$ cat config.mk
export PLATFORM = sky130hd
export DESIGN_NAME = udp_rx_demux_flat
export DESIGN_NICKNAME = d
export VERILOG_FILES = /design/src/rtl/udp_rx_demux_if.sv /design/src/rtl/udp_rx_demux.sv /design/src/flat_wrapper.sv
export SDC_FILE = /design/constraint.sdc
export NUM_CORES = 1
export LEC_CHECK = 0
export CORE_MARGIN = 1.5
export CORE_UTILIZATION = 47
export CTS_CLUSTER_DIAMETER = 50
export DETAILED_ROUTE_END_ITERATION = 16
export PLACE_DENSITY_LB_ADDON = 0.15
export REMOVE_ABC_BUFFERS = 1
export SLEW_MARGIN = 20
export SYNTH_ARGS = -nofsm -noshare
export SYNTH_HDL_FRONTEND = slang
export SYNTH_SLANG_ARGS = --single-unit
$ cat constraint.sdc
create_clock -name clock -period 14.4 [get_ports clock]
set_input_delay 2.16 -clock clock [delete_from_list [all_inputs] [get_ports clock]]
set_output_delay 2.16 -clock clock [all_outputs]
set_load 0.01 [all_outputs]
$ cat src/rtl/udp_rx_demux_if.sv
// UDP receive stream from the IP header clipper into udp_rx_demux.
// Handshake: valid-only. A word transfers on every clock edge where udpvalidin is high.
// There is no ready signal because the parser always accepts. udpsof, udpeof and crcmatch
// are only meaningful on a cycle where udpvalidin is high.
interface udp_rx_demux_if;
    logic        udpsof;
    logic        udpeof;
    logic        udpvalidin;
    logic [15:0] udpdatain;
    logic        crcmatch;

    modport master (output udpsof, udpeof, udpvalidin, udpdatain, crcmatch);
    modport slave  (input  udpsof, udpeof, udpvalidin, udpdatain, crcmatch);
endinterface

$ cat src/rtl/udp_rx_demux.sv
// UDP receive parser and demultiplexer.
// Checks the UDP ones' complement checksum over the UDP header and payload, and maps the
// destination port onto one of NUM_CH channels. Control datagrams (length CTRL_LEN)
// produce qualified start/stop/sequence pulses. Bulk datagrams stream their payload out
// with a channel tag. All outputs are registered.
module udp_rx_demux #(
    parameter int          NUM_CH   = 4,
    parameter logic [15:0] CTRL_LEN = 16'd10,
    parameter logic [15:0] MAX_LEN  = 16'd1394
) (
    input  logic          clock,
    input  logic          reset,
    udp_rx_demux_if.slave udp,
    input  logic [15:0]   intudpport,
    output logic          startvalid,
    output logic          stopvalid,
    output logic          sequencevalid,
    output logic [14:0]   sequenceno,
    output logic          value,
    output logic [3:0]    ctrlch,
    output logic          datavalid,
    output logic          datasof,
    output logic          dataeof,
    output logic [15:0]   dataout,
    output logic [3:0]    datach,
    output logic [15:0]   length,
    output logic          checksummatch,
    output logic          checksumerr,
    output logic [15:0]   dropcount,
    output logic [2:0]    o_dbg_state
);
    typedef enum logic [2:0] {
        S_IDLE    = 3'd0,
        S_HDR     = 3'd1,
        S_PAYLOAD = 3'd2,
        S_CTRL    = 3'd3,
        S_DROP    = 3'd4
    } state_t;

    state_t      r_state, w_state;
    logic [1:0]  r_wcnt;        // header word index; word 0 is consumed on udpsof
    logic [15:0] r_sum;         // running folded ones' complement sum
    logic [15:0] r_len;         // UDP length field
    logic [15:0] r_pcnt;        // payload words forwarded so far
    logic [15:0] r_exp;         // expected payload words, (len-8)/2
    logic        r_csum_zero;   // header checksum field was zero: checksum not in use
    logic        r_port_ok;
    logic        r_ctrl_got;    // control word already latched for this datagram
    logic [3:0]  r_ch;

    logic        r_startvalid, r_stopvalid, r_sequencevalid, r_value;
    logic [14:0] r_sequenceno;
    logic [3:0]  r_ctrlch, r_datach;
    logic        r_datavalid, r_datasof, r_dataeof;
    logic [15:0] r_dataout, r_length, r_dropcount;
    logic        r_checksummatch, r_checksumerr;

    logic        w_beat, w_sof;
    logic [16:0] w_add;
    logic [15:0] w_sum, w_off, w_cw, w_drop_next;
    logic        w_port_ok, w_hdr_bad, w_pass, w_cw_seq0;

    assign w_beat      = udp.udpvalidin;
    assign w_sof       = udp.udpvalidin & udp.udpsof;
    // End-around carry: fold bit 16 back in. The result cannot carry again.
    assign w_add       = {1'b0, r_sum} + {1'b0, udp.udpdatain};
    assign w_sum       = w_add[15:0] + {15'd0, w_add[16]};
    assign w_pass      = ((w_sum == 16'hFFFF) || r_csum_zero) && udp.crcmatch;
    // Subtracting first avoids overflow when intudpport+NUM_CH wraps past 16'hFFFF.
    assign w_off       = udp.udpdatain - intudpport;
    assign w_port_ok   = (udp.udpdatain >= intudpport) && (w_off < 16'(NUM_CH));
    assign w_hdr_bad   = !r_port_ok || (r_len < 16'd8) || (r_len > MAX_LEN) || r_len[0];
    // Control word used for the pulse decision: the current beat if not yet latched.
    assign w_cw        = r_ctrl_got ? {r_sequenceno, r_value} : udp.udpdatain;
    assign w_cw_seq0   = (w_cw[15:1] == 15'd0);
    assign w_drop_next = (r_dropcount == 16'hFFFF) ? r_dropcount : r_dropcount + 16'd1;

    // FSM state register
    always_ff @(posedge clock) begin
        if (!reset) r_state <= S_IDLE;
        else        r_state <= w_state;
    end

    // FSM next state: udpsof always restarts the header; udpeof always returns to idle
    always_comb begin
        w_state = r_state;
        if (w_sof) begin
            w_state = udp.udpeof ? S_IDLE : S_HDR;
        end else if (w_beat) begin
            case (r_state)
                S_HDR: begin
                    if (udp.udpeof)            w_state = S_IDLE;
                    else if (r_wcnt == 2'd3) begin
                        if (w_hdr_bad)              w_state = S_DROP;
                        else if (r_len == CTRL_LEN) w_state = S_CTRL;
                        else                        w_state = S_PAYLOAD;
                    end
                end
                S_PAYLOAD, S_CTRL, S_DROP: if (udp.udpeof) w_state = S_IDLE;
                default: ;
            endcase
        end
    end

    // Datapath: header capture, checksum accumulation, payload forwarding and pulses
    always_ff @(posedge clock) begin
        if (!reset) begin
            r_wcnt          <= 2'd0;
            r_sum           <= 16'd0;
            r_len           <= 16'd0;
            r_pcnt          <= 16'd0;
            r_exp           <= 16'd0;
            r_csum_zero     <= 1'b0;
            r_port_ok       <= 1'b0;
            r_ctrl_got      <= 1'b0;
            r_ch            <= 4'd0;
            r_startvalid    <= 1'b0;
            r_stopvalid     <= 1'b0;
            r_sequencevalid <= 1'b0;
            r_sequenceno    <= 15'd0;
            r_value         <= 1'b0;
            r_ctrlch        <= 4'd0;
            r_datavalid     <= 1'b0;
            r_datasof       <= 1'b0;
            r_dataeof       <= 1'b0;
            r_dataout       <= 16'd0;
            r_datach        <= 4'd0;
            r_length        <= 16'd0;
            r_checksummatch <= 1'b0;
            r_checksumerr   <= 1'b0;
            r_dropcount     <= 16'd0;
        end else begin
            r_startvalid    <= 1'b0;
            r_stopvalid     <= 1'b0;
            r_sequencevalid <= 1'b0;
            r_datavalid     <= 1'b0;
            r_datasof       <= 1'b0;
            r_dataeof       <= 1'b0;
            r_checksummatch <= 1'b0;
            r_checksumerr   <= 1'b0;
            if (w_sof) begin
                // A new datagram aborts the current one. An open bulk stream is closed
                // with an empty end beat so the consumer can discard it.
                if (r_state == S_PAYLOAD) begin
                    r_datavalid   <= 1'b1;
                    r_dataeof     <= 1'b1;
                    r_dataout     <= 16'd0;
                    r_checksumerr <= 1'b1;
                end
                r_sum       <= udp.udpdatain;
                r_wcnt      <= 2'd1;
                r_pcnt      <= 16'd0;
                r_ctrl_got  <= 1'b0;
                r_csum_zero <= 1'b0;
                if (udp.udpeof) r_dropcount <= w_drop_next;
            end else if (w_beat) begin
                case (r_state)
                    S_HDR: begin
                        r_sum  <= w_sum;
                        r_wcnt <= r_wcnt + 2'd1;
                        case (r_wcnt)
                            2'd1: begin
                                r_port_ok <= w_port_ok;
                                r_ch      <= w_off[3:0];
                            end
                            2'd2:    r_len       <= udp.udpdatain;
                            2'd3:    r_csum_zero <= (udp.udpdatain == 16'd0);
                            default: ;
                        endcase
                        // An end before any payload word counts as an incomplete header.
                        if (udp.udpeof) begin
                            r_dropcount <= w_drop_next;
                        end else if (r_wcnt == 2'd3) begin
                            if (w_hdr_bad) begin
                                r_dropcount <= w_drop_next;
                            end else begin
                                r_length <= r_len - 16'd8;
                                r_exp    <= (r_len - 16'd8) >> 1;
                                if (r_len != CTRL_LEN) r_datach <= r_ch;
                            end
                        end
                    end
                    S_PAYLOAD: begin
                        r_sum <= w_sum;
                        if (udp.udpeof) begin
                            r_datavalid <= 1'b1;
                            r_dataeof   <= 1'b1;
                            r_datasof   <= (r_pcnt == 16'd0);
                            r_dataout   <= (r_pcnt < r_exp) ? udp.udpdatain : 16'd0;
                            if ((r_pcnt + 16'd1 == r_exp) && w_pass) r_checksummatch <= 1'b1;
                            else                                     r_checksumerr   <= 1'b1;
                        end else if (r_pcnt < r_exp) begin
                            r_datavalid <= 1'b1;
                            r_datasof   <= (r_pcnt == 16'd0);
                            r_dataout   <= udp.udpdatain;
                            r_pcnt      <= r_pcnt + 16'd1;
                        end
                    end
                    S_CTRL: begin
                        r_sum <= w_sum;
                        if (!r_ctrl_got) begin
                            r_sequenceno <= udp.udpdatain[15:1];
                            r_value      <= udp.udpdatain[0];
                            r_ctrlch     <= r_ch;
                            r_ctrl_got   <= 1'b1;
                        end
                        if (udp.udpeof) begin
                            if (w_pass) begin
                                r_checksummatch <= 1'b1;
                                r_startvalid    <= w_cw_seq0 && !w_cw[0];
                                r_stopvalid     <= w_cw_seq0 && w_cw[0];
                                r_sequencevalid <= !w_cw_seq0 && !w_cw[0];
                            end else begin
                                r_checksumerr <= 1'b1;
                            end
                        end
                    end
                    default: ;
                endcase
            end
        end
    end

    assign startvalid    = r_startvalid;
    assign stopvalid     = r_stopvalid;
    assign sequencevalid = r_sequencevalid;
    assign sequenceno    = r_sequenceno;
    assign value         = r_value;
    assign ctrlch        = r_ctrlch;
    assign datavalid     = r_datavalid;
    assign datasof       = r_datasof;
    assign dataeof       = r_dataeof;
    assign dataout       = r_dataout;
    assign datach        = r_datach;
    assign length        = r_length;
    assign checksummatch = r_checksummatch;
    assign checksumerr   = r_checksumerr;
    assign dropcount     = r_dropcount;
    assign o_dbg_state   = r_state;
endmodule

$ cat src/flat_wrapper.sv
// flat-port wrapper written by rule: the top's interface ports become plain ports
module udp_rx_demux_flat 
#(
    parameter int          NUM_CH   = 4,
    parameter logic [15:0] CTRL_LEN = 16'd10,
    parameter logic [15:0] MAX_LEN  = 16'd1394
)
  (clock, reset, intudpport, startvalid, stopvalid, sequencevalid, sequenceno, value, ctrlch, datavalid, datasof, dataeof, dataout, datach, length, checksummatch, checksumerr, dropcount, o_dbg_state, udp_udpsof, udp_udpeof, udp_udpvalidin, udp_udpdatain, udp_crcmatch);
  udp_rx_demux_if udp_i ();
  input  logic clock;
  input  logic reset;
  input  logic [15:0] intudpport;
  output logic startvalid;
  output logic stopvalid;
  output logic sequencevalid;
  output logic [14:0] sequenceno;
  output logic value;
  output logic [3:0] ctrlch;
  output logic datavalid;
  output logic datasof;
  output logic dataeof;
  output logic [15:0] dataout;
  output logic [3:0] datach;
  output logic [15:0] length;
  output logic checksummatch;
  output logic checksumerr;
  output logic [15:0] dropcount;
  output logic [2:0] o_dbg_state;
  input wire logic [$bits(udp_i.udpsof)-1:0] udp_udpsof;
  input wire logic [$bits(udp_i.udpeof)-1:0] udp_udpeof;
  input wire logic [$bits(udp_i.udpvalidin)-1:0] udp_udpvalidin;
  input wire logic [$bits(udp_i.udpdatain)-1:0] udp_udpdatain;
  input wire logic [$bits(udp_i.crcmatch)-1:0] udp_crcmatch;
  assign udp_i.udpsof = udp_udpsof;
  assign udp_i.udpeof = udp_udpeof;
  assign udp_i.udpvalidin = udp_udpvalidin;
  assign udp_i.udpdatain = udp_udpdatain;
  assign udp_i.crcmatch = udp_crcmatch;
  udp_rx_demux #(.NUM_CH(NUM_CH), .CTRL_LEN(CTRL_LEN), .MAX_LEN(MAX_LEN)) u_core (.clock(clock), .reset(reset), .udp(udp_i), .intudpport(intudpport), .startvalid(startvalid), .stopvalid(stopvalid), .sequencevalid(sequencevalid), .sequenceno(sequenceno), .value(value), .ctrlch(ctrlch), .datavalid(datavalid), .datasof(datasof), .dataeof(dataeof), .dataout(dataout), .datach(datach), .length(length), .checksummatch(checksummatch), .checksumerr(checksumerr), .dropcount(dropcount), .o_dbg_state(o_dbg_state));
endmodule
==> impl_results.md <==
- Worst Path Arrival: 7.33 ns
- Vias per cell: 5.709
- Detailed-route wire length per cell: 17.26 µm
- Port bufs: 120
- Cell variety after synth: 80
- CTS H-tree lvls: 4
- Worst-Margin Slew: 0.9275 ns
- CTS Root Cell: clkbuf_16
- Cts hold-fix bufs: 0
- Slowest CP cell: clkdlybuf4s50_1
- Max Clk Rate: 0.1429 GHz
- CP startpoint: udp_udpdatain[0]
- Num CTS Buffers: 17
- CP Capture Type: flip-flop
- Most used DFF post-synth: dfxtp_1
- Starting Density: 47.63%
- Nets: 1257
- Family with the most delay on the worst path: compound AO/OA/AOI/OAI gates
- CP bufs+invs: 1
- EDFF count, synth: 0
- FF-to-FF Start: u_core.r_sum[0]
- Core Area: 18580 µm²
- Number of synthesized register bits: 140
- Final core occ: 58.05%
- Initial DRC Count: 461
- Most common cell after layout, fill and taps aside: dfxtp_1
- Crit Path Max Fanout: 7
- GP Congestion: 0.8995
- Iteration count of the initial detailed-routing pass: 5
- Final count of pins violating max slew: 0
- CTS tree: built
- Crit path kind: input port to flip-flop
- Total power per unit cell area: 91.25 nW/µm²
- CP dominant cell by count: ha_1
- Setup repair after global routing missed its margin: false
- Largest stage delay on the critical path: 0.57 ns
- Rel. slew slack: 37.98%
- Fin Hold WS: 0.4674 ns
- Global Route Usage Sum: 25.02%
- Share of cells above drive strength 1: 5.541%
- Clk_skew: 0.01149 ns
- Lkg Pwr: 4.318 nW
- Area delta synth->final: 21.87%
- Longest Clk Path Bufs: 2
- WP data required: 14.73 ns
- Final setup vio count: 0
- CP cell instances: clkdlybuf4s50_1, ha_1, fa_1, a21o_1, a22oi_2, a211oi_1, o41ai_1, and2b_1, o21ai_0, nand2b_1, ha_1, ha_1, o211ai_1, nor4_4, xnor2_1, or3_1, a211o_1, a221oi_2, o2111a_2, o211ai_1, nor3b_1
- Worst-Skew Late Latency: 0.43 ns
- Largest net degree at the start of global routing: 89
- Detail Route Antenna Nets: 0
- Asr flop ratio synth: 0%
- Setup bufs post-CTS: 0
- Drc violations: 0
- Final worst path period need: 6.996 ns
- Die width: 140.2 µm
- Initial antenna violation count: 0
- Post-synthesis sequential area ratio: 31.67%
- First-pass GRT wire length: 39030 µm
- Post-CTS Resized: 0
- Total Wirelength: 24280 µm
- Grt total ovfl: 0
- Critical Path Start Type: input port
- Worst vdd ir: 89.02 µV
- Fill cell count: 1746
- Yosys warning count: 0
- Die Y: 140.2 µm
- Commonest non-fill, non-tap cells in the layout: dfxtp_1, nand2_1, clkdlybuf4s50_1, nor2_1
- Setup_tns: 0 ns
- Number of sinks on the clock net: 140
- Worst-path clk slew: 0.06 ns
- Die ar.: 19660 µm²
- Final Cycle Share: 48.58%
- Min-delay worst type: flip-flop to flip-flop
- Final Non-Filler Cells: 1407
- Min-delay src: u_core.ctrlch[0]
- Vias in the first global route: 7383
- Inst Count DP: 1375
- I/O pin count: 121
- DP Wirelength: 17610 µm
- Synth Cell Area: 8850 µm²
- Status: completed
- Antenna cells: 0
- Vias: 8033
- Max-Cap Viols: 0
- Cell Rows: 50
- Cells after synthesis: 1065
- Mean post-synth cell area: 8.310 µm²
- Final-report hold violation count: 0
-- kinds of logic (layout without fill, tap and decap cells) --
logic type	Yosys count	count (layout)	synth area share (%)
AO/OA/AOI/OAI	246	246	20.81
flip-flops	140	140	31.67
XOR/XNOR	78	78	7.804
buffers and inverters	100	208	4.397
AND/OR/NAND/NOR	419	419	24.20
adder cells (fa/ha/maj)	59	59	8.511
multiplexers	23	23	2.601
-- synthesized netlist by cell type (all sizes together) (10+ instances only) --
cell type / number / area, µm²
o21ai: 34 / 181.4
inv: 49 / 183.9
a32o: 17 / 170.2
o211a: 10 / 100.1
nand2b: 13 / 81.33
xnor2: 57 / 499.2
nand4: 15 / 93.84
a21oi: 43 / 215.2
o221ai: 13 / 113.9
a211oi: 12 / 95.09
nand2: 134 / 503.0
and3: 20 / 130.1
nor4: 16 / 121.4
xor2: 21 / 191.4
nor3: 24 / 136.4
mux2i: 23 / 230.2
nor2b: 36 / 225.2
clkbuf: 43 / 161.4
ha: 57 / 713.2
and2: 29 / 181.4
o21a: 10 / 75.07
a21boi: 41 / 307.8
nand3: 29 / 145.1
nor2: 70 / 262.8
dfxtp: 140 / 2803
-- where the power goes --
part / switching, mW / internal (mW) / total (mW)
sequential: 0.00235 / 0.391 / 0.393
combinational: 0.0848 / 0.0562 / 0.141
clock: 0.185 / 0.265 / 0.450
total: 0.272 / 0.712 / 0.984
-- flip-flops by register name, summed over array words and instances (netlist names), 15 cells and up --
register           cells
u_core.dropcount      16
u_core.r_pcnt         16
u_core.r_len          16
u_core.length         15
u_core.sequenceno     15
u_core.r_sum          16
u_core.dataout        16
-- per-layer routing --
metal  GRT usage, %  vias to the layer above  wire length, µm
li1               -                     4018                -
met1          33.45                     3785            11330
met2          41.40                      207            11490
met3          4.342                       23             1125
met4          7.258                        0              344
met5              0                        -                0
-- worst min-delay path: cells and delay by family, from the launching register on --
kind	cells	cell delay, ns
flops	1	0.31
compound gates	1	0.06
simple gates	1	0.05
-- layout make-up --
type                    count  area [µm²]  share of cell area, %
multi-input cells         825        5663                  52.51
well taps                 234       292.8                  2.715
inverters                  50       187.7                  1.740
flip-flops and latches    140        2803                  25.99
repair buffers            126        1241                  11.51
clock inverters            13       155.1                  1.439
clock buffers              19       442.9                  4.107
-- stage by stage --
stage	total power, mW	instance area, µm²	setup WS [ns]
after floorplan	0.4923	8648	8.147
after global placement	0.5398	10190	7.139
after detailed placement	0.5406	10190	6.997
after CTS	0.9898	10790	7.409
after global routing	1.022	10790	7.150
final	0.9841	10790	7.404
-- path summary, 6_finish.rpt --
check	to	slack (ns)	depth (start not counted)
hold reg to reg	u_core.ctrlch[0]	0.47	2
setup reg to reg	u_core.stopvalid	9.50	20
setup / recovery	u_core.stopvalid	7.40	21
hold / removal	u_core.ctrlch[0]	0.47	2
(Power assumes the default switching activity.)
